[src/rtl/relu_quant_pack_if.sv]
// Beat input from bias-add and valid/ready write-back stream of relu_quant_pack.
interface relu_quant_pack_if;
    logic               src_valid;
    logic signed [31:0] src_0;
    logic signed [31:0] src_1;
    logic signed [31:0] src_2;
    logic signed [31:0] src_3;
    logic signed [31:0] src_4;
    logic signed [31:0] src_5;
    logic signed [31:0] src_6;
    logic signed [31:0] src_7;
    logic [4:0]         shift;
    logic               relu_en;
    logic               dst_valid;
    logic               dst_ready;
    logic [63:0]        dst_data;

    modport master (
        output src_valid, src_0, src_1, src_2, src_3, src_4, src_5, src_6, src_7,
        output shift, relu_en, dst_ready,
        input  dst_valid, dst_data
    );

    modport slave (
        input  src_valid, src_0, src_1, src_2, src_3, src_4, src_5, src_6, src_7,
        input  shift, relu_en, dst_ready,
        output dst_valid, dst_data
    );
endinterface

[src/rtl/relu_quant_pack.sv]
// Per-lane ReLU, rounding shift and int8 saturation of eight accumulators,
// packed into a 64-bit word and buffered in a small FIFO for the write-back path.
module relu_quant_pack #(
    parameter int FIFO_DEPTH = 4,
    parameter int SAT_CNT_W  = 16
) (
    input  logic                 clk,
    input  logic                 rstn,
    input  logic                 enable,
    relu_quant_pack_if.slave     bus,
    output logic                 overflow,
    output logic [SAT_CNT_W-1:0] sat_cnt
);
    localparam int DATA_W = 32;
    localparam int LANES  = 8;
    localparam int AW     = $clog2(FIFO_DEPTH);

    // 33-bit arithmetic keeps the rounding bias from wrapping at the positive limit.
    function automatic logic signed [DATA_W:0] round_shift(
        input logic signed [DATA_W-1:0] x,
        input logic                     relu,
        input logic [4:0]               sh
    );
        logic signed [DATA_W:0] v;
        logic signed [DATA_W:0] bias;
        v    = (relu && x < 0) ? '0 : {x[DATA_W-1], x};
        bias = (sh == 5'd0) ? '0 : ((DATA_W+1)'(1) << (sh - 5'd1));
        return (v + bias) >>> sh;
    endfunction

    function automatic logic is_sat(input logic signed [DATA_W:0] r);
        return (r > 33'sd127) || (r < -33'sd128);
    endfunction

    function automatic logic [7:0] sat_int8(input logic signed [DATA_W:0] r);
        if (r > 33'sd127) begin
            return 8'h7F;
        end else if (r < -33'sd128) begin
            return 8'h80;
        end
        return r[7:0];
    endfunction

    logic signed [DATA_W-1:0] lane_in [LANES];
    logic signed [DATA_W-1:0] lane_p1 [LANES];
    logic [4:0]               shift_p1;
    logic                     relu_p1;
    logic                     vld_p1;

    logic signed [DATA_W:0]   rnd [LANES];
    logic [8*LANES-1:0]       word_q;
    logic [3:0]               nsat_q;
    logic [8*LANES-1:0]       word_p2;
    logic [3:0]               nsat_p2;
    logic                     vld_p2;

    assign lane_in[0] = bus.src_0;
    assign lane_in[1] = bus.src_1;
    assign lane_in[2] = bus.src_2;
    assign lane_in[3] = bus.src_3;
    assign lane_in[4] = bus.src_4;
    assign lane_in[5] = bus.src_5;
    assign lane_in[6] = bus.src_6;
    assign lane_in[7] = bus.src_7;

    // ---- S1: capture beat ----
    always_ff @(posedge clk or negedge rstn) begin
        if (!rstn) begin
            vld_p1 <= 1'b0;
        end else begin
            vld_p1 <= bus.src_valid && enable;
        end
    end

    always_ff @(posedge clk) begin
        if (bus.src_valid && enable) begin
            lane_p1  <= lane_in;
            shift_p1 <= bus.shift;
            relu_p1  <= bus.relu_en;
        end
    end

    // ---- S2: quantize and pack ----
    always_comb begin
        word_q = '0;
        nsat_q = '0;
        for (int i = 0; i < LANES; i++) begin
            rnd[i]           = round_shift(lane_p1[i], relu_p1, shift_p1);
            word_q[8*i +: 8] = sat_int8(rnd[i]);
            nsat_q           = nsat_q + {3'd0, is_sat(rnd[i])};
        end
    end

    always_ff @(posedge clk or negedge rstn) begin
        if (!rstn) begin
            vld_p2 <= 1'b0;
        end else begin
            vld_p2 <= vld_p1;
        end
    end

    always_ff @(posedge clk) begin
        if (vld_p1) begin
            word_p2 <= word_q;
            nsat_p2 <= nsat_q;
        end
    end

    // ---- FIFO write / read ----
    logic [8*LANES-1:0] mem [FIFO_DEPTH];
    logic [AW:0]        wr_ptr;
    logic [AW:0]        rd_ptr;
    logic               empty;
    logic               full;
    logic               pop;
    logic               push;
    logic [SAT_CNT_W:0] sat_sum;

    assign empty   = (wr_ptr == rd_ptr);
    assign full    = (wr_ptr[AW] != rd_ptr[AW]) && (wr_ptr[AW-1:0] == rd_ptr[AW-1:0]);
    assign pop     = !empty && bus.dst_ready;
    // A pop in the same cycle frees the slot, so a full FIFO still accepts the push.
    assign push    = vld_p2 && (!full || pop);
    assign sat_sum = {1'b0, sat_cnt} + (SAT_CNT_W+1)'(nsat_p2);

    always_ff @(posedge clk or negedge rstn) begin
        if (!rstn) begin
            wr_ptr   <= '0;
            rd_ptr   <= '0;
            overflow <= 1'b0;
            sat_cnt  <= '0;
        end else begin
            if (push) begin
                wr_ptr <= wr_ptr + (AW+1)'(1);
            end
            if (pop) begin
                rd_ptr <= rd_ptr + (AW+1)'(1);
            end
            if (vld_p2 && !push) begin
                overflow <= 1'b1;
            end
            if (vld_p2) begin
                sat_cnt <= sat_sum[SAT_CNT_W] ? '1 : sat_sum[SAT_CNT_W-1:0];
            end
        end
    end

    always_ff @(posedge clk) begin
        if (push) begin
            mem[wr_ptr[AW-1:0]] <= word_p2;
        end
    end

    assign bus.dst_valid = !empty;
    assign bus.dst_data  = empty ? '0 : mem[rd_ptr[AW-1:0]];
endmodule

[src/flat_wrapper.sv]
// flat-port wrapper written by rule: the top's interface ports become plain ports
module relu_quant_pack_flat 
#(
    parameter int FIFO_DEPTH = 4,
    parameter int SAT_CNT_W  = 16
)
  (clk, rstn, enable, overflow, sat_cnt, bus_src_valid, bus_src_0, bus_src_1, bus_src_2, bus_src_3, bus_src_4, bus_src_5, bus_src_6, bus_src_7, bus_shift, bus_relu_en, bus_dst_ready, bus_dst_valid, bus_dst_data);
  relu_quant_pack_if bus_i ();
  input  logic clk;
  input  logic rstn;
  input  logic enable;
  output logic overflow;
  output logic [SAT_CNT_W-1:0] sat_cnt;
  input wire logic [$bits(bus_i.src_valid)-1:0] bus_src_valid;
  input wire logic [$bits(bus_i.src_0)-1:0] bus_src_0;
  input wire logic [$bits(bus_i.src_1)-1:0] bus_src_1;
  input wire logic [$bits(bus_i.src_2)-1:0] bus_src_2;
  input wire logic [$bits(bus_i.src_3)-1:0] bus_src_3;
  input wire logic [$bits(bus_i.src_4)-1:0] bus_src_4;
  input wire logic [$bits(bus_i.src_5)-1:0] bus_src_5;
  input wire logic [$bits(bus_i.src_6)-1:0] bus_src_6;
  input wire logic [$bits(bus_i.src_7)-1:0] bus_src_7;
  input wire logic [$bits(bus_i.shift)-1:0] bus_shift;
  input wire logic [$bits(bus_i.relu_en)-1:0] bus_relu_en;
  input wire logic [$bits(bus_i.dst_ready)-1:0] bus_dst_ready;
  output wire logic [$bits(bus_i.dst_valid)-1:0] bus_dst_valid;
  output wire logic [$bits(bus_i.dst_data)-1:0] bus_dst_data;
  assign bus_i.src_valid = bus_src_valid;
  assign bus_i.src_0 = bus_src_0;
  assign bus_i.src_1 = bus_src_1;
  assign bus_i.src_2 = bus_src_2;
  assign bus_i.src_3 = bus_src_3;
  assign bus_i.src_4 = bus_src_4;
  assign bus_i.src_5 = bus_src_5;
  assign bus_i.src_6 = bus_src_6;
  assign bus_i.src_7 = bus_src_7;
  assign bus_i.shift = bus_shift;
  assign bus_i.relu_en = bus_relu_en;
  assign bus_i.dst_ready = bus_dst_ready;
  assign bus_dst_valid = bus_i.dst_valid;
  assign bus_dst_data = bus_i.dst_data;
  relu_quant_pack #(.FIFO_DEPTH(FIFO_DEPTH), .SAT_CNT_W(SAT_CNT_W)) u_core (.clk(clk), .rstn(rstn), .enable(enable), .bus(bus_i), .overflow(overflow), .sat_cnt(sat_cnt));
endmodule
[config.mk]
export PLATFORM = sky130hd
export DESIGN_NAME = relu_quant_pack_flat
export DESIGN_NICKNAME = d
export VERILOG_FILES = /design/src/rtl/relu_quant_pack_if.sv /design/src/rtl/relu_quant_pack.sv /design/src/flat_wrapper.sv
export SDC_FILE = /design/constraint.sdc
export NUM_CORES = 2
export LEC_CHECK = 0
export ABC_AREA = 1
export CORE_MARGIN = 2
export CORE_UTILIZATION = 45
export CTS_CLUSTER_SIZE = 20
export DETAILED_ROUTE_END_ITERATION = 7
export PLACE_DENSITY = 0.73
export SYNTH_ARGS = -nofsm -noshare
export SYNTH_HDL_FRONTEND = slang
export SYNTH_SLANG_ARGS = --single-unit
[constraint.sdc]
create_clock -name clk -period 21.2 [get_ports clk]
set_input_delay 4.24 -clock clk [delete_from_list [all_inputs] [get_ports clk]]
set_output_delay 4.24 -clock clk [all_outputs]
set_load 0.03 [all_outputs]
# Yosys cells after proc, flatten, opt, wreduce, memory -nomap -nowiden
# Memory sizes are Yosys's and may differ from the RTL's.
# Index checks and enable logic that the tools add are counted.
# word_totals
reg_bits	355
ram_bits	256
inputBits	267
output_inout_bits	82
word_cells	153
n_memories	1
# op_classes
add_sub_neg	19
n_lt_le_gt_ge	24
eq_ne	3
shift	9
muxes	53
n_reduce_logical	26
# mem_list
memory	words	width	read_ports	rd_ports_with_merged_regs	wr	line	source
u_core.mem	4	64	1	0	1	relu_quant_pack.sv:110	logic [8*LANES-1:0] mem [FIFO_DEPTH];
# ops
op	n
two-way mux 33 bit	9
adder 33 bit	8
greater-than comparator 33 x 8 -> 1 bit, second input constant	8
< comparator 33 x 8 -> 1 bit, second input constant	8
>>> shifter 33 x 5 -> 33 bit	8
< comparator 32 x 1 -> 1 bit, second input constant	8
two-way mux 8 bit	24
two-way mux 64 bit	1
left shift 1 x 5 -> 33 bit, first input constant	1
adder 4 x 1 -> 4 bit	6
two-way mux 1 bit	18
adder 16 x 4 -> 17 bit	1
two-way mux 16 bit	1
logical AND 1 bit	13
logical OR 1 bit	9
adder 3 x 1 -> 3 bit, second input constant	2
logical NOT 5 bit	1
subtractor 5 x 1 -> 5 bit, second input constant	1
equality test 3 bit	1
logical NOT 1 bit	3
adder 1 x 1 -> 2 bit	1
equality test 2 bit	1
inequality test 1 bit	1

# Longest topological paths before layout
# depth
word_depth	14
mapped_depth	49
mapped_depth_nobuf	44

# Worst setup path before layout
# OpenSTA, ideal clock, no wires.
# synth_path
kind	in2reg
start	input port bus_src_valid
end	register u_core.vld_p1
setup_time_ns	0.677
arrival_time_ns	9.309
path_slack_ns	11.214
path_stages	2
path_cell_list	nand2_1 -> inv_1
# synth_via
elab_chain_cells	1
# synth_lines
element	line	source
from (decl)	flat_wrapper.sv:14	input wire logic [$bits(bus_i.src_valid)-1:0] bus_src_valid;
logical AND 1 bit	relu_quant_pack.sv:71	vld_p1 <= bus.src_valid && enable;
to (signal assigned)	relu_quant_pack.sv:71	
to (decl)	relu_quant_pack.sv:48	logic vld_p1;
# Every way passes these cells.
# A chain may end at the register's enable or synchronous reset.

# Worst setup path in the final report
# layout_path
start	register u_core.shift_p1[0]
end	register u_core.nsat_p2[2] (data pin)
# layout_via
elab_chain_cells	14
# layout_lines
element	line	source
from (decl)	relu_quant_pack.sv:46	logic [4:0] shift_p1;
from (signal assigned)	relu_quant_pack.sv:78	shift_p1 <= bus.shift;
subtractor 5 x 1 -> 5 bit	relu_quant_pack.sv:27	bias = (sh == 5'd0) ? '0 : ((DATA_W+1)'(1) << (sh - 5'd1));
left shift 1 x 5 -> 33 bit	relu_quant_pack.sv:27	
two-way mux 33 bit	relu_quant_pack.sv:27	
adder 33 bit	relu_quant_pack.sv:28	return (v + bias) >>> sh;
>>> shifter 33 x 5 -> 33 bit	relu_quant_pack.sv:28	
greater-than comparator 33 x 8 -> 1 bit / < comparator 33 x 8 -> 1 bit (equally long branches)	relu_quant_pack.sv:32	return (r > 33'sd127) || (r < -33'sd128);
logical OR 1 bit	relu_quant_pack.sv:32	
adder 1 x 1 -> 2 bit	relu_quant_pack.sv:90	nsat_q = nsat_q + {3'd0, is_sat(rnd[i])};
adder 4 x 1 -> 4 bit (5 in series)	relu_quant_pack.sv:90	
adder 4 x 1 -> 4 bit (*)	relu_quant_pack.sv:90	
net u_core.nsat_q[2]	relu_quant_pack.sv:52	logic [3:0] nsat_q;
to (signal assigned)	relu_quant_pack.sv:105	nsat_p2 <= nsat_q;
to (decl)	relu_quant_pack.sv:54	logic [3:0] nsat_p2;
# The timed path passes the listed nets; every way through them passes the cells marked *.

==> parameters.txt <==
Parameter                              Value

Detailed routing
  Drt wl/cell    21.4 um
  Highest routing layer actually used    met5
  Vias after detailed routing    68401
  Remaining routing DRC violations    0
  Detailed-routing wirelength on met1    107 mm
  Final routed wirelength across all metal layers    254 mm
  Number of routed nets with antenna violations    0
  First-iteration detailed-routing DRC count    8787
  Via-to-Cell Ratio    5.76
  Router iterations before antenna repair    8
  Met3 wire length    25.1 mm
  Metal2 WL    106 mm

Critical path
  Cell seen most often among critical-path stages    sky130_fd_sc_hd__nand2_1
  Data arrival time of the critical path    10.39 ns
  Element type at the critical path end    flop
  Type of origin of the critical path    flop
  Required time worst endpoint    21.63 ns
  Worst Setup SP    u_core.shift_p1[0]$_DFFE_PP_
  Critical path's largest stage delay    0.72 ns
  Cell with the largest stage delay on the worst path    sky130_fd_sc_hd__nor2_2
  Type of the worst setup path    flop to flop
  Maximum fanout along the worst path    128
  Reg-to-reg startpoint    u_core.shift_p1[0]$_DFFE_PP_

Place
  Post-Place Worst Slack    11.56 ns
  Estimated wirelength of the detail-placed design    198 mm
  Placed Cells    11734
  Total of buffers placed on input and output ports    348
  Routability-driven placement congestion ratio    1.03

Hold path
  Kind of path behind the tightest hold check    flop to flop
  Beginning of the worst hold path    u_core.overflow$_DFFE_PN0P_

Global route
  Maximum number of pins on one net before global-route repair    152
  Wire length of the first global-routing pass    380 mm
  Vias in the first global route    62840
  Overflow left after global routing    0
  Overall fraction of global-route tracks in use    35.4%
  Antenna violations before repair    22

Floorplanning
  Die extent in y    373 um
  Std-Cell Rows    135
  Io pins    349
  Floorplan core area    135000 sq um
  Starting density of the core    45.3%
  Floorplan die area    139000 sq um
  Die Wd    373 um

Yosys
  Distinct cell type count after synthesis    68
  Synth Cell Area    61300 sq um
  Async set-reset flop share out of synthesis    4.09%
  Largest family of logic cells by synthesized area    simple AND/OR/NAND/NOR gates
  Average cell area after synthesis    6.18 sq um
  Dominant synthesized flop cell    sky130_fd_sc_hd__edfxtp_1
  Post-Synthesis Net Count    10373
  Sequential element share of the synthesized area    29.7%
  Simple logic cell fraction of the synthesized area    46.9%
  Synthesized netlist cell count    9920
  Share of the synthesized area in compound gates (AO/OA/AOI/OAI)    8.24%
  Multiplexer share of the synthesized area    0.133%
  Fraction of the mapped netlist area in adder cells    3.87%
  Synthesized-area fraction occupied by xor and xnor cells    1.44%
  Yosys synthesis warning count    0
  Post-synth EDFFs    586
  FF+latch count, synth    611

Clock tree
  Number of buffers added by the clock tree synthesis step    69
  Reg clk slew, reported paths    0.06 ns
  Number of H-tree levels    3
  Post-CTS setup buffer count    0
  Worst skew pair latency    0.71 ns
  Number of sinks driven by the clock tree    611
  Number of buffers on the longest clock path    3
  Root Driver    sky130_fd_sc_hd__clkbuf_16
  Count of instances resized after the clock tree is built    0
  Number of hold buffers added after CTS    0
  Clock tree from TritonCTS    yes

Power
  Max rail drop VDD    0.113 mV
  PnR Total Power    4.99 mW
  PD cells    73.1 nW/um^2
  Leak pwr    33.3 nW

STA
  RSZ-0062 raised after global routing    no
  Final Skew    0.0495 ns
  Crit path setup slack, layout    11.25 ns
  Slew @ Worst Pin    1.33 ns
  Final-report hold violation count    0
  Final Setup Violations    0
  Final period utilization    47.0%
  Minimum period implied by the final worst setup slack    9.95 ns
  Accumulated negative setup slack    0 ns
  FMAX    0.100 GHz
  Slew margin rel.    11.3%
  Max-slew violation count    0

Status
  Outcome    finished clean

Job
  Number of maximum-capacitance violations    0

Final layout
  Fill count    13948
  Final layout net count    10477
  Layout Cells excl Fill    11869
  Area growth from synthesis to layout    11.5%
  Share of cells above drive strength 1    4.26%
## stage by stage
step	area, sq um	hold slack, ns	utilization [%]
2_1_floorplan	61300	0.459	-
3_3_place_gp	66100	0.461	48.8
3_5_place_dp	66100	0.464	48.8
4_1_cts	68300	0.480	50.5
5_1_grt	68300	0.502	50.5
6_report	68400	0.482	50.5
## worst max-delay path: cells and delay by family, from the launching register on
family                   cells  cell delay (ns)
buffers and inverters        7             2.41
XOR/XNOR                     1             0.17
AO/OA/AOI/OAI                3             0.83
AND/OR/NAND/NOR             19             3.13
adder cells (fa/ha/maj)      6             2.63
flip-flops                   1             0.36
## report_power, final
group / leakage, nW / internal (mW) / switching (mW)
Sequential: 5.80 / 1.46 / 0.0870
Combinational: 26.4 / 0.716 / 1.51
Clock: 1.09 / 0.695 / 0.527
Total: 33.3 / 2.87 / 2.13
## routing by layer
metal  GRT usage, %  up-vias
met5              0        -
met4           18.6       14
met3           7.08      655
met2           53.0     3339
met1           48.2    31349
li1               -    33044
## worst paths after layout
check,endpoint,slack [ns],cells past startpoint
setup / recovery,u_core.nsat_p2[2]$_DFFE_PP_,11.25,36
hold / removal,u_core.overflow$_DFFE_PN0P_,0.48,1
max in group asynchronous,u_core.rd_ptr[0]$_DFFE_PN0P_,16.17,1
hold reg to reg,u_core.overflow$_DFFE_PN0P_,0.48,1
min in group asynchronous,u_core.sat_cnt[15]$_DFFE_PN0P_,4.17,1
setup reg to reg,u_core.nsat_p2[2]$_DFFE_PP_,11.25,36
## cell usage after synthesis (80+ instances only)
master                     count  area share [%]
sky130_fd_sc_hd__nand2_1    3117              19
sky130_fd_sc_hd__nand4_1     124             1.3
sky130_fd_sc_hd__clkbuf_1    183             1.1
sky130_fd_sc_hd__xor2_1       80             1.1
sky130_fd_sc_hd__inv_1      1107             6.8
sky130_fd_sc_hd__ha_1        180             3.7
sky130_fd_sc_hd__nand3_1    2019              16
sky130_fd_sc_hd__nor2_1     1042             6.4
sky130_fd_sc_hd__o21ai_0     293             2.4
sky130_fd_sc_hd__buf_1       123            0.75
sky130_fd_sc_hd__a21oi_1     312             2.5
sky130_fd_sc_hd__edfxtp_1    586              29
## state kept, by name (all words and copies together) (netlist names)
signal	cells
u_core.sat_cnt	16
u_core.wr_ptr	3
u_core.overflow	1
u_core.vld_p1	1
u_core.word_p2	64
u_core.shift_p1	5
u_core.mem	256
u_core.vld_p2	1
u_core.nsat_p2	4
u_core.relu_p1	1
u_core.lane_p1	256
u_core.rd_ptr	3
## cell families (layout without fill, tap and decap cells)
logic type	after synthesis	after routing
other cells	0	11
mux	8	8
buf+inv	1541	1698
flops	611	611
compound gates	872	872
xor+xnor	101	101
simple gates	6601	6601
fa+ha+maj	186	186
## placed cells by master, fill, tap and decap left out, drive strengths merged, types with 17 or more instances in the layout
| cell type | instances |
|---|---|
| a21oi | 315 |
| a31oi | 20 |
| buf | 71 |
| clkbuf | 84 |
| clkdlybuf4s50 | 348 |
| clkinv | 28 |
| dfrtp | 25 |
| edfxtp | 586 |
| ha | 180 |
| inv | 1156 |
| nand2 | 3199 |
| nand3 | 2042 |
| nand3b | 23 |
| nand4 | 133 |
| nor2 | 1087 |
| nor3 | 76 |
| o211ai | 42 |
| o21ai | 335 |
| o21bai | 20 |
| o32ai | 64 |
| or2 | 17 |
| xnor2 | 21 |
| xor2 | 80 |
## area by class of cell
cell class                      instances  area [sq um]  share of cell area, %
Multi-Input combinational cell       7768         37200                   54.4
Sequential cell                       611         18200                   26.7
Inverter                             1155          4390                   6.43
Timing Repair Buffer                  419          4040                   5.91
Tap cell                             1781          2230                   3.26
Clock buffer                           84          1830                   2.67
Clock inverter                         40           449                  0.657
Antenna cell                           11          27.5                 0.0403
No activity file was read; power rests on OpenSTA's default activity.
